File: config.mk
export PLATFORM = sky130hd
export DESIGN_NAME = filtered_edge_detect
export DESIGN_NICKNAME = d
export VERILOG_FILES = /design/src/rtl/filtered_edge_detect.sv
export SDC_FILE = /design/constraint.sdc
export NUM_CORES = 1
export LEC_CHECK = 0
export ABC_AREA = 1
export BUFFER_PORTS_ARGS = -buffer_cell sky130_fd_sc_hd__buf_2
export CORE_ASPECT_RATIO = 0.5
export CORE_MARGIN = 2
export CORE_UTILIZATION = 35
export DETAILED_ROUTE_END_ITERATION = 8
export GPL_ROUTABILITY_DRIVEN = 0
export HOLD_SLACK_MARGIN = 0.15
export PLACE_DENSITY = 0.54
export SLEW_MARGIN = 40
export SYNTH_ARGS = -nofsm -noshare
export SYNTH_HDL_FRONTEND = slang
export SYNTH_SLANG_ARGS = --single-unit
File: constraint.sdc
create_clock -name clk -period 1.9 [get_ports clk]
set_input_delay 0.38 -clock clk [delete_from_list [all_inputs] [get_ports clk]]
set_output_delay 0.38 -clock clk [all_outputs]
set_load 0.1 [all_outputs]
File: src/rtl/filtered_edge_detect.sv
// Multi-channel edge detector: per-channel synchroniser, glitch filter, mode-qualified
// one-cycle edge pulse, sticky edge flag and wrapping edge counter.
module filtered_edge_detect #(
  parameter int unsigned NUM_CH      = 4,
  parameter int unsigned SYNC_STAGES = 2,
  parameter int unsigned FILTER_LEN  = 3,
  parameter int unsigned CNT_W       = 8
) (
  input  logic                    clk,
  input  logic                    rst,
  input  logic [NUM_CH-1:0]       d_in,
  input  logic [2*NUM_CH-1:0]     mode,
  input  logic [NUM_CH-1:0]       clear,
  output logic [NUM_CH-1:0]       d_level,
  output logic [NUM_CH-1:0]       d_edge,
  output logic [NUM_CH-1:0]       edge_flag,
  output logic [NUM_CH*CNT_W-1:0] edge_count
);

  localparam int unsigned FltW = (FILTER_LEN > 2) ? $clog2(FILTER_LEN) : 1;
  localparam logic [FltW-1:0] FltMax = FltW'(FILTER_LEN - 1);

  for (genvar i = 0; i < NUM_CH; i++) begin : g_ch
    logic [SYNC_STAGES-1:0] sync_q;
    logic                   sync;
    logic [FltW-1:0]        flt_q, flt_d;
    logic                   level_q, level_d;
    logic                   accept;
    logic                   qual;
    logic                   pend_q;
    logic                   edge_q;
    logic                   flag_q;
    logic [CNT_W-1:0]       cnt_q, cnt_d;
    logic [1:0]             ch_mode;

    assign sync    = sync_q[SYNC_STAGES-1];
    assign ch_mode = mode[2*i +: 2];

    always_comb begin
      flt_d   = flt_q;
      level_d = level_q;
      accept  = 1'b0;
      if (sync == level_q) begin
        flt_d = '0;
      end else if (flt_q == FltMax) begin
        flt_d   = '0;
        level_d = sync;
        accept  = 1'b1;
      end else begin
        flt_d = flt_q + FltW'(1);
      end
    end

    // On acceptance the new level equals sync, so sync=1 marks a rise.
    // Mode is captured here, at the flip, so later mode changes cannot retro-qualify.
    always_comb begin
      case (ch_mode)
        2'b01:   qual = accept & sync;
        2'b10:   qual = accept & ~sync;
        2'b11:   qual = accept;
        default: qual = 1'b0;
      endcase
    end

    // A clear coinciding with an edge still counts that edge.
    assign cnt_d = clear[i] ? CNT_W'(pend_q) : cnt_q + CNT_W'(pend_q);

    always_ff @(posedge clk or posedge rst) begin
      if (rst) begin
        sync_q  <= '1;
        flt_q   <= '0;
        level_q <= 1'b1;
        pend_q  <= 1'b0;
        edge_q  <= 1'b0;
        flag_q  <= 1'b0;
        cnt_q   <= '0;
      end else begin
        sync_q  <= {sync_q[SYNC_STAGES-2:0], d_in[i]};
        flt_q   <= flt_d;
        level_q <= level_d;
        pend_q  <= qual;
        edge_q  <= pend_q;
        flag_q  <= pend_q | (flag_q & ~clear[i]);
        cnt_q   <= cnt_d;
      end
    end

    assign d_level[i]                 = level_q;
    assign d_edge[i]                  = edge_q;
    assign edge_flag[i]               = flag_q;
    assign edge_count[i*CNT_W +: CNT_W] = cnt_q;
  end

endmodule

==> out/metrics.yaml, run 1 <==
clk_path_buf_depth: 2
cp_cell_sequence: "buf_2"
antenna_found_initial: 0
grt_usage_pct: 12.8
postCtsSetupRepairBufs: 0
drcViolationCount: 0
synth_seq_area_share_pct: 53.5
synthCells: 331
ant_nets: 0
clock-sinks: 64
wl_um: 5540
coreArea_mm2: 0.00817
tightest_slew_ns: 0.493
start_util_pct: 36.9
fin_setup_tns_ns: 0
synth-seq-cells: 64
crit_path_top_delay_cell: "dfstp_2"
synthDistinctLibCells: 21
grt_pass1_vias: 2149
design.portCount: 62
cts_tree: "done"
syn_nets: 369
yosys_warnings: 0
ir_drop_v: 0.000807
cts-root-buf: "clkbuf_16"
setup_viol: 0
htreeDepth: 3
cp.required_ns: 1.52
path_delay_family: "flip-flops"
portBuffers: 61
fmax_mhz: 599
finClkSkew_ns: 0.00305
post-place-ws_ns: 0.557
setup_ws_ns: 0.230
rsz0062_at_grt: "false"
hpwl_um: 4090
route.vias.total: 2219
grt_overflow: 0
nets: 433
synthToLayoutAreaGrowth_pct: 23.7
timing.final.crit_share_pct: 87.9
power_density_mw_per_mm2: 1140
path_buf_inv: 1
crit_path_max_incr_delay_ns: 0.55
die_width_um: 135
drv_slew: 0
utilization_pct: 45.7
fin_crit_ns: 1.67
crit_fanout: 3
numCtsBuffers: 9
firstDrtPassIters: 4
clkSlewWorstSetupHoldPaths_ns: 0.05
post_cts_resized: 0
crit_type: "reg -> out"
avgRoutedWirePerCell_um: 10.8
die_y_um: 69.7
total_power_uw: 4270
maxCapViolCount: 0
p_leak_uw: 0.00196
syn-cell-area_mm2: 0.00302
end_kind: "output port"
synth_area_per_cell_um2: 9.12
grt_pass1_wl_um: 9490
slew_headroom_pct: 67.3
hp-class: "in -> async"
status: "completed"
post_route_cells_drive_above_1_share_pct: 29.8
grt_start_max_net_pins: 65
rows: 23
via_per_inst: 4.33
worst_setup_path_start_kind: "register"
die-area_mm2: 0.00943
critPathArrivalTime_ns: 1.29
whs_ns: 0.147
clk_latency_ns: 0.32
drtIter0Drc: 64
antenna_cells: 0
finalHoldViolCount: 0
## synthesized netlist by cell type
cell type	number	share of area [%]
nand2_1	65	8.1
dfrtp_1	52	43
nor2_1	48	6.0
inv_1	40	5.0
ha_1	20	8.3
a21oi_1	16	2.7
buf_4	12	3.0
dfstp_2	12	10
o21ai_0	12	2.0
nor3_1	8	1.3
nand2_2	7	1.5
nand3_1	6	0.99
nor2_2	6	1.2
o21ai_1	6	0.99
inv_2	5	0.62
nand3_2	4	1.3
nor3b_1	4	0.99
nor2_4	2	0.75
o21bai_1	2	0.50
o21bai_2	2	0.75
xnor2_1	2	0.58
## final timing paths
kind	start	endpoint	cells after the start	slack, ns
worst max-delay path	g_ch[1].level_q	d_level[1]	1	0.23
worst min-delay path	rst	g_ch[1].cnt_q[7]	3	0.15
worst max register to register	g_ch[1].cnt_q[0]	g_ch[1].cnt_q[4]	6	0.56
worst min register to register	g_ch[3].sync_q[0]	g_ch[3].sync_q[1]	0	0.35
max in group asynchronous	rst	g_ch[1].level_q	3	1.42
min in group clk	d_in[1]	g_ch[1].sync_q[0]	1	0.17
## placed cells by master, fill, tap and decap left out, types with 8 or more instances in the layout
master / count
a21oi_1: 16
buf_2: 61
clkbuf_16: 9
dfrtp_1: 48
dfstp_2: 12
ha_1: 20
inv_1: 39
nand2_1: 65
nor2_1: 48
nor3_1: 8
o21ai_0: 12
## stage by stage
step	cells	instance area, um2
floorplan	331	3030
global placement	493	3400
detailed placement	493	3400
CTS	512	3730
global route	512	3730
finish	512	3730
## flip-flops by register name (all words and copies together), names as in the netlist
name	flops
g_ch.edge_q	4
g_ch.cnt_q	32
g_ch.pend_q	4
g_ch.sync_q	8
g_ch.flag_q	4
g_ch.flt_q	8
g_ch.level_q	4
## final cells by class
class / instances / area (um2)
flip-flops and latches: 64 / 1620
inverters: 45 / 173
repair buffers: 65 / 355
clock inverters: 3 / 40.0
well taps: 112 / 140
fillers: 822 / 4440
multi-input cells: 210 / 1140
clock buffers: 13 / 260
## report_power, final
part	switching [uW]	internal, uW
logic	786	202
clock network	544	1080
registers	103	1560
## metal layers
| metal | global-route usage (%) | vias up | wire [um] |
|---|---|---|---|
| met3 | 4.39 | 6 | 216 |
| met4 | 5.21 | 0 | 59 |
| li1 | - | 1161 | - |
| met5 | 0 | - | 0 |
| met2 | 23.0 | 26 | 2820 |
| met1 | 13.9 | 1026 | 2450 |
## logic make-up (layout without fill, tap and decap cells)
| family | Yosys count | after routing | synth area share (%) |
|---|---|---|---|
| buffers and inverters | 57 | 126 | 8.58 |
| AO/OA/AOI/OAI | 38 | 38 | 6.88 |
| XOR/XNOR | 2 | 2 | 0.580 |
| flip-flops | 64 | 64 | 53.5 |
| AND/OR/NAND/NOR | 150 | 150 | 22.1 |
| adder cells (fa/ha/maj) | 20 | 20 | 8.29 |
## worst register-to-register path, stage by stage, from the launching register on
cell     delay, ns
dfrtp_2       0.40
ha_1          0.24
ha_1          0.23
nand2_2       0.09
nor2_1        0.04
o21ai_0       0.14
nor2_1        0.08
## timing repair
| item | CTS | global route |
|---|---|---|
| hold buffers | 3 | 0 |
| setup endpoints to repair | 0 | 0 |
| endpoints found under the hold margin | 3 | 0 |
Power figures use the tool's default switching activity.
==> inputs of run 2 (changes only) <==
--- a/config.mk
+++ b/config.mk
@@ -14,6 +14,7 @@
 export GPL_ROUTABILITY_DRIVEN = 0
 export HOLD_SLACK_MARGIN = 0.15
 export PLACE_DENSITY = 0.54
+export REMOVE_ABC_BUFFERS = 1
 export SLEW_MARGIN = 40
 export SYNTH_ARGS = -nofsm -noshare
 export SYNTH_HDL_FRONTEND = slang
==> constraint.sdc (replaced) <==
create_clock -name clk -period 1.4 [get_ports clk]
set_input_delay 0.28 -clock clk [delete_from_list [all_inputs] [get_ports clk]]
set_output_delay 0.28 -clock clk [all_outputs]
set_load 0.1 [all_outputs]
==> out/metrics.yaml, run 2 (same netlist as run 1, synthesis figures left out) <==
portBuffers: 61
nets: 444
ir_drop_v: 0.000841
fmax_mhz: 734
seq_area_mm2: 0.00162
fin_crit_ns: 1.36
synthToLayoutAreaGrowth_pct: 39.7
maxCapViolCount: 0
power_density_mw_per_mm2: 1390
path_delay_family: "flip-flops"
start_util_pct: 36.9
post_route_cells_drive_above_1_share_pct: 30.4
crit_path_top_delay_cell: "dfstp_2"
cts-root-buf: "clkbuf_16"
crit_type: "reg -> out"
hpwl_um: 4180
clk_path_buf_depth: 2
p_sw_uw: 1980
grt_pass1_vias: 2264
cp_cell_sequence: "buf_12"
p_sw_share_pct: 33.7
finalHoldViolCount: 0
die-area_mm2: 0.00943
clkSlewWorstSetupHoldPaths_ns: 0.05
worst_setup_path_start_kind: "register"
tightest_slew_ns: 0.493
clk_latency_ns: 0.32
numCtsBuffers: 9
slew_headroom_pct: 67.4
grt.busiest_layer: "met2"
multiInputGateArea_mm2: 0.00118
antenna_cells: 0
grt_start_max_net_pins: 65
final_common_cell: "nand2_1"
via_per_inst: 4.45
firstDrtPassIters: 4
die_width_um: 135
status: "completed"
p_clk_share_pct: 34.3
fill_cells: 742
path_buf_inv: 1
clock-sinks: 64
design.portCount: 62
grt_pass1_wl_um: 10100
use_met3_pct: 4.90
grt_util_met1_pct: 15.5
grt_usage_pct: 13.6
reg.largest.list: "g_ch.cnt_q (32), g_ch.flt_q (8), g_ch.sync_q (8)"
wl_um: 5700
drv_slew: 0
grt_overflow: 0
largest_reg_flops: 32
rsz0062_at_grt: "false"
fin_setup_tns_ns: 0
drcViolationCount: 0
die_y_um: 69.7
drtIter0Drc: 76
total_power_uw: 5870
avgRoutedWirePerCell_um: 10.9
cts_tree: "done"
seqPwrFrac_pct: 39.0
setup_viol: 0
top_register: "g_ch.cnt_q"
coreArea_mm2: 0.00817
timing.final.crit_share_pct: 97.3
critPathArrivalTime_ns: 1.08
crit_fanout: 3
combPwrFrac_pct: 26.6
p_int_uw: 3890
hp-class: "in -> reg"
post-place-ws_ns: 0.0673
antenna_found_initial: 0
setup_ws_ns: 0.0372
ant_nets: 0
cp.required_ns: 1.12
grt_use_met2_pct: 23.3
htreeDepth: 3
rows: 23
p_leak_uw: 0.00204
end_kind: "output port"
finClkSkew_ns: 0.00397
crit_path_max_incr_delay_ns: 0.58
mostFrequentLayoutCells: "nand2_1 (65), dfrtp_1 (52), nor2_1 (48), inv_1 (39), buf_12 (24)"
route.vias.total: 2327
-- run 2: changes by cell type in the layout (fill, tap and decap cells not counted), moves of 6 or more --
cell           delta
buf_2            -41
buf_12           +23
buf_4            +16
clkbuf_4          +7
ha_1              -7
dlygate4sd3_1     +6
ha_2              +6
-- run 2: cell type report --
cell class / count / area share (%)
Clock buffer: 15 / 6.35
Tap cell: 112 / 3.32
Timing Repair Buffer: 76 / 20.0
Sequential cell: 64 / 38.3
Clock inverter: 1 / 0.119
Multi-Input combinational cell: 210 / 27.9
Inverter: 45 / 4.00
-- run 2: path summary, 6_finish.rpt --
kind / startpoint / end / slack (ns) / depth (start not counted)
setup / recovery: g_ch[3].level_q / d_level[3] / 0.04 / 1
hold / removal: mode[6] / g_ch[3].pend_q / 0.35 / 4
setup reg to reg: g_ch[1].pend_q / g_ch[1].cnt_q[6] / 0.11 / 7
hold reg to reg: g_ch[1].sync_q[0] / g_ch[1].sync_q[1] / 0.35 / 0
max in group asynchronous: rst / g_ch[2].level_q / 0.51 / 4
min in group asynchronous: rst / g_ch[3].flt_q[0] / 0.57 / 4
-- run 2: routing by layer --
metal,wire length (um),vias up
met5,0,-
met3,224,9
met4,83,0
met1,2460,1103
met2,2940,38
li1,-,1177
-- run 2: timing repair --
item                       in CTS  in global routing
cloned                          0                  0
hold buffers                    9                  0
gates resized for setup        11                 16
pin swaps                       0                  1
buffers inserted                0                  1
hold endpoints to repair       60                  0
setup endpoints to repair      11                 14
-- run 2: power groups by stage --
stage | Combinational [uW] | Clock (uW) | Sequential [uW]
after floorplan | 424 | 0 | 2970
after global placement | 1500 | 0 | 2310
after detailed placement | 1520 | 0 | 2320
after CTS | 1550 | 2080 | 2290
after global routing | 1680 | 2180 | 2330
final | 1560 | 2010 | 2290
-- run 2: metrics by stage --
step	utilization (%)	instance area, um2	cells	hold WS (ns)
finish	51.6	4220	523	0.352
detailed placement	46.1	3770	497	0.347
global route	51.6	4220	523	0.357
global placement	46.1	3770	497	0.347
CTS	50.9	4160	522	0.346
floorplan	-	2930	319	0.284
==> inputs of run 3 (changes only) <==
--- a/config.mk
+++ b/config.mk
@@ -5,7 +5,6 @@
 export SDC_FILE = /design/constraint.sdc
 export NUM_CORES = 1
 export LEC_CHECK = 0
-export ABC_AREA = 1
 export BUFFER_PORTS_ARGS = -buffer_cell sky130_fd_sc_hd__buf_2
 export CORE_ASPECT_RATIO = 0.5
 export CORE_MARGIN = 2
==> out/metrics.yaml, run 3 <==
end_kind: "output port"
clk_latency_ns: 0.32
yosysTopAreaCell: "dfrtp_1"
netlist_top_cells_count: "dfrtp_1 (52), ha_1 (20), inv_1 (20), nand3_1 (16), nor2_1 (15)"
avgRoutedWirePerCell_um: 12.2
start_util_pct: 36.3
setup_viol: 1
grt_start_max_net_pins: 65
drtIter0Drc: 53
synth_most_common_cell: "dfrtp_1"
synthToLayoutAreaGrowth_pct: 49.0
synth_flop_cell: "dfrtp_1"
crit_fanout: 2
coreArea_mm2: 0.00806
rr_startpoint: "g_ch[1].level_q"
synth_seq_area_share_pct: 55.3
post_route_cells_drive_above_1_share_pct: 37.6
cts_tree: "done"
antenna_cells: 0
route.vias.total: 2101
numCtsBuffers: 9
setup_ws_ns: -0.00283
die_width_um: 133
design.portCount: 62
worst_setup_path_start_kind: "register"
clock-sinks: 64
cts-root-buf: "clkbuf_16"
via_per_inst: 4.54
power_density_mw_per_mm2: 1450
tightest_slew_ns: 0.486
grt_pass1_vias: 2119
die_y_um: 68.6
firstDrtPassIters: 4
hp-class: "in -> reg"
htreeDepth: 3
final_common_cell: "dfrtp_1"
die-area_mm2: 0.00915
synth_area_leaders: "dfrtp_1 (45%), dfstp_2 (11%), ha_1 (8.6%)"
rows: 23
reg.largest.list: "g_ch.cnt_q (32), g_ch.flt_q (8), g_ch.sync_q (8)"
top_register: "g_ch.cnt_q"
hold_end: "g_ch[2].cnt_q[6]"
crit_type: "reg -> out"
synth_edf_count: 0
critPathArrivalTime_ns: 1.12
grt_usage_pct: 13.3
hpwl_um: 4010
reg2regPathDepth: 2
yosys_warnings: 0
multiInputGateArea_mm2: 0.00120
total_power_uw: 6340
p_leak_uw: 0.00206
crit_start: "g_ch[1].level_q"
syn-cell-area_mm2: 0.00292
timing.final.crit_share_pct: 100
portBuffers: 61
slew_headroom_pct: 67.8
nets: 384
async_flop_share_pct: 100
drcViolationCount: 0
wl_um: 5650
grt_overflow: 0
clk_path_buf_depth: 2
fmax_mhz: 713
ir_drop_v: 0.00124
status: "finished, violations left"
stdcell_area_mm2: 0.00436
fin_crit_ns: 1.40
min_from: "clear[2]"
mostFrequentLayoutCells: "dfrtp_1 (52), buf_4 (34), buf_12 (28), buf_2 (23), inv_1 (19)"
synthCells: 256
synthDistinctLibCells: 32
synth-seq-cells: 64
rsz0062_at_grt: "true"
whs_path_depth: 2
maxCapViolCount: 0
synth_top_area_share_pct: 44.5
synth_area_per_cell_um2: 11.4
fill_cells: 709
finalHoldViolCount: 0
clkSlewWorstSetupHoldPaths_ns: 0.05
finClkSkew_ns: 0.00339
ant_nets: 0
violations: "negative setup slack"
cp.required_ns: 1.12
antenna_found_initial: 0
ff2ff_setup_slack_ns: 0.03
drv_slew: 0
grt_pass1_wl_um: 9240
r2r-end: "g_ch[1].pend_q"
largest_reg_flops: 32
seq_area_mm2: 0.00162
post_dp_cell_area_mm2: 0.00385
==> run 3: changes by cell type after synthesis, sizes merged, moves of 5 or more <==
cell	before	now
nand2	72	4
nor2	56	15
inv	45	20
or3	0	12
mux2	0	8
xor2	0	8
nand3	10	16
xnor2	2	8
nor2b	0	5
==> run 3: how the worst max path moves through the flow <==
stage	slack, ns	cells after the start	end
after floorplan	-0.65	5	g_ch[1].cnt_q[6]
after global placement	-0.16	6	g_ch[1].pend_q
after detailed placement	-0.21	6	g_ch[1].pend_q
after CTS	-0.01	2	d_level[1]
after global routing	-0.04	1	d_level[3]
final	-0.003	2	d_level[1]
==> run 3: logic make-up after synthesis <==
logic type | after synthesis | share of synthesized area [%]
XOR/XNOR | 16 | 4.79
AO/OA/AOI/OAI | 36 | 7.40
buffers and inverters | 36 | 6.16
AND/OR/NAND/NOR | 76 | 14.7
adder cells (fa/ha/maj) | 20 | 8.56
multiplexers | 8 | 3.08
flip-flops | 64 | 55.3
==> run 3: power by group <==
group,internal (uW),switching (uW)
clock,1470,739
combinational,654,1140
sequential,2130,207
==> run 3: repair_timing <==
action / in CTS / in global routing
hold buffers: 5 / 0
pin swaps: 0 / 7
resized for setup: 9 / 19
setup endpoints to repair: 10 / 15
buffers inserted: 2 / 5
endpoints found under the hold margin: 56 / 0
==> run 3: layout make-up <==
type,instances,share of cell area (%)
clock buffers,13,5.97
well taps,112,3.22
clock inverters,3,0.919
repair buffers,95,23.5
multi-input cells,156,27.6
inverters,20,1.72
flip-flops and latches,64,37.1
==> run 3: per-layer routing <==
metal  wire length, um  global-route usage (%)  share of wire [%]  vias to the layer above
li1                  -                       -                  -                     1046
met1              2430                    14.1                 43                     1015
met2              2890                    24.2                 51                       32
met3               240                    4.97                4.2                        8
met4                96                    6.78                1.7                        0
met5                 0                       0                  0                        -
==> run 3: stage by stage <==
| step | util, % | setup TNS, ns | setup WS [ns] | hold WS [ns] | cells |
|---|---|---|---|---|---|
| 2_1_floorplan | - | -38.31 | -0.654 | 0.284 | 240 |
| 3_3_place_gp | 47.7 | -0.160 | -0.160 | 0.347 | 435 |
| 3_5_place_dp | 47.7 | -0.247 | -0.214 | 0.347 | 435 |
| 4_1_cts | 52.6 | -0.0122 | -0.0122 | 0.225 | 458 |
| 5_1_grt | 54.1 | -0.163 | -0.0350 | 0.229 | 463 |
| 6_report | 54.1 | -0.00283 | -0.00283 | 0.228 | 463 |
==> run 3: critical path, stage by stage, from the launching register on <==
cell and delay [ns]:
dfstp_2 0.54, buf_6 0.10, buf_12 0.16
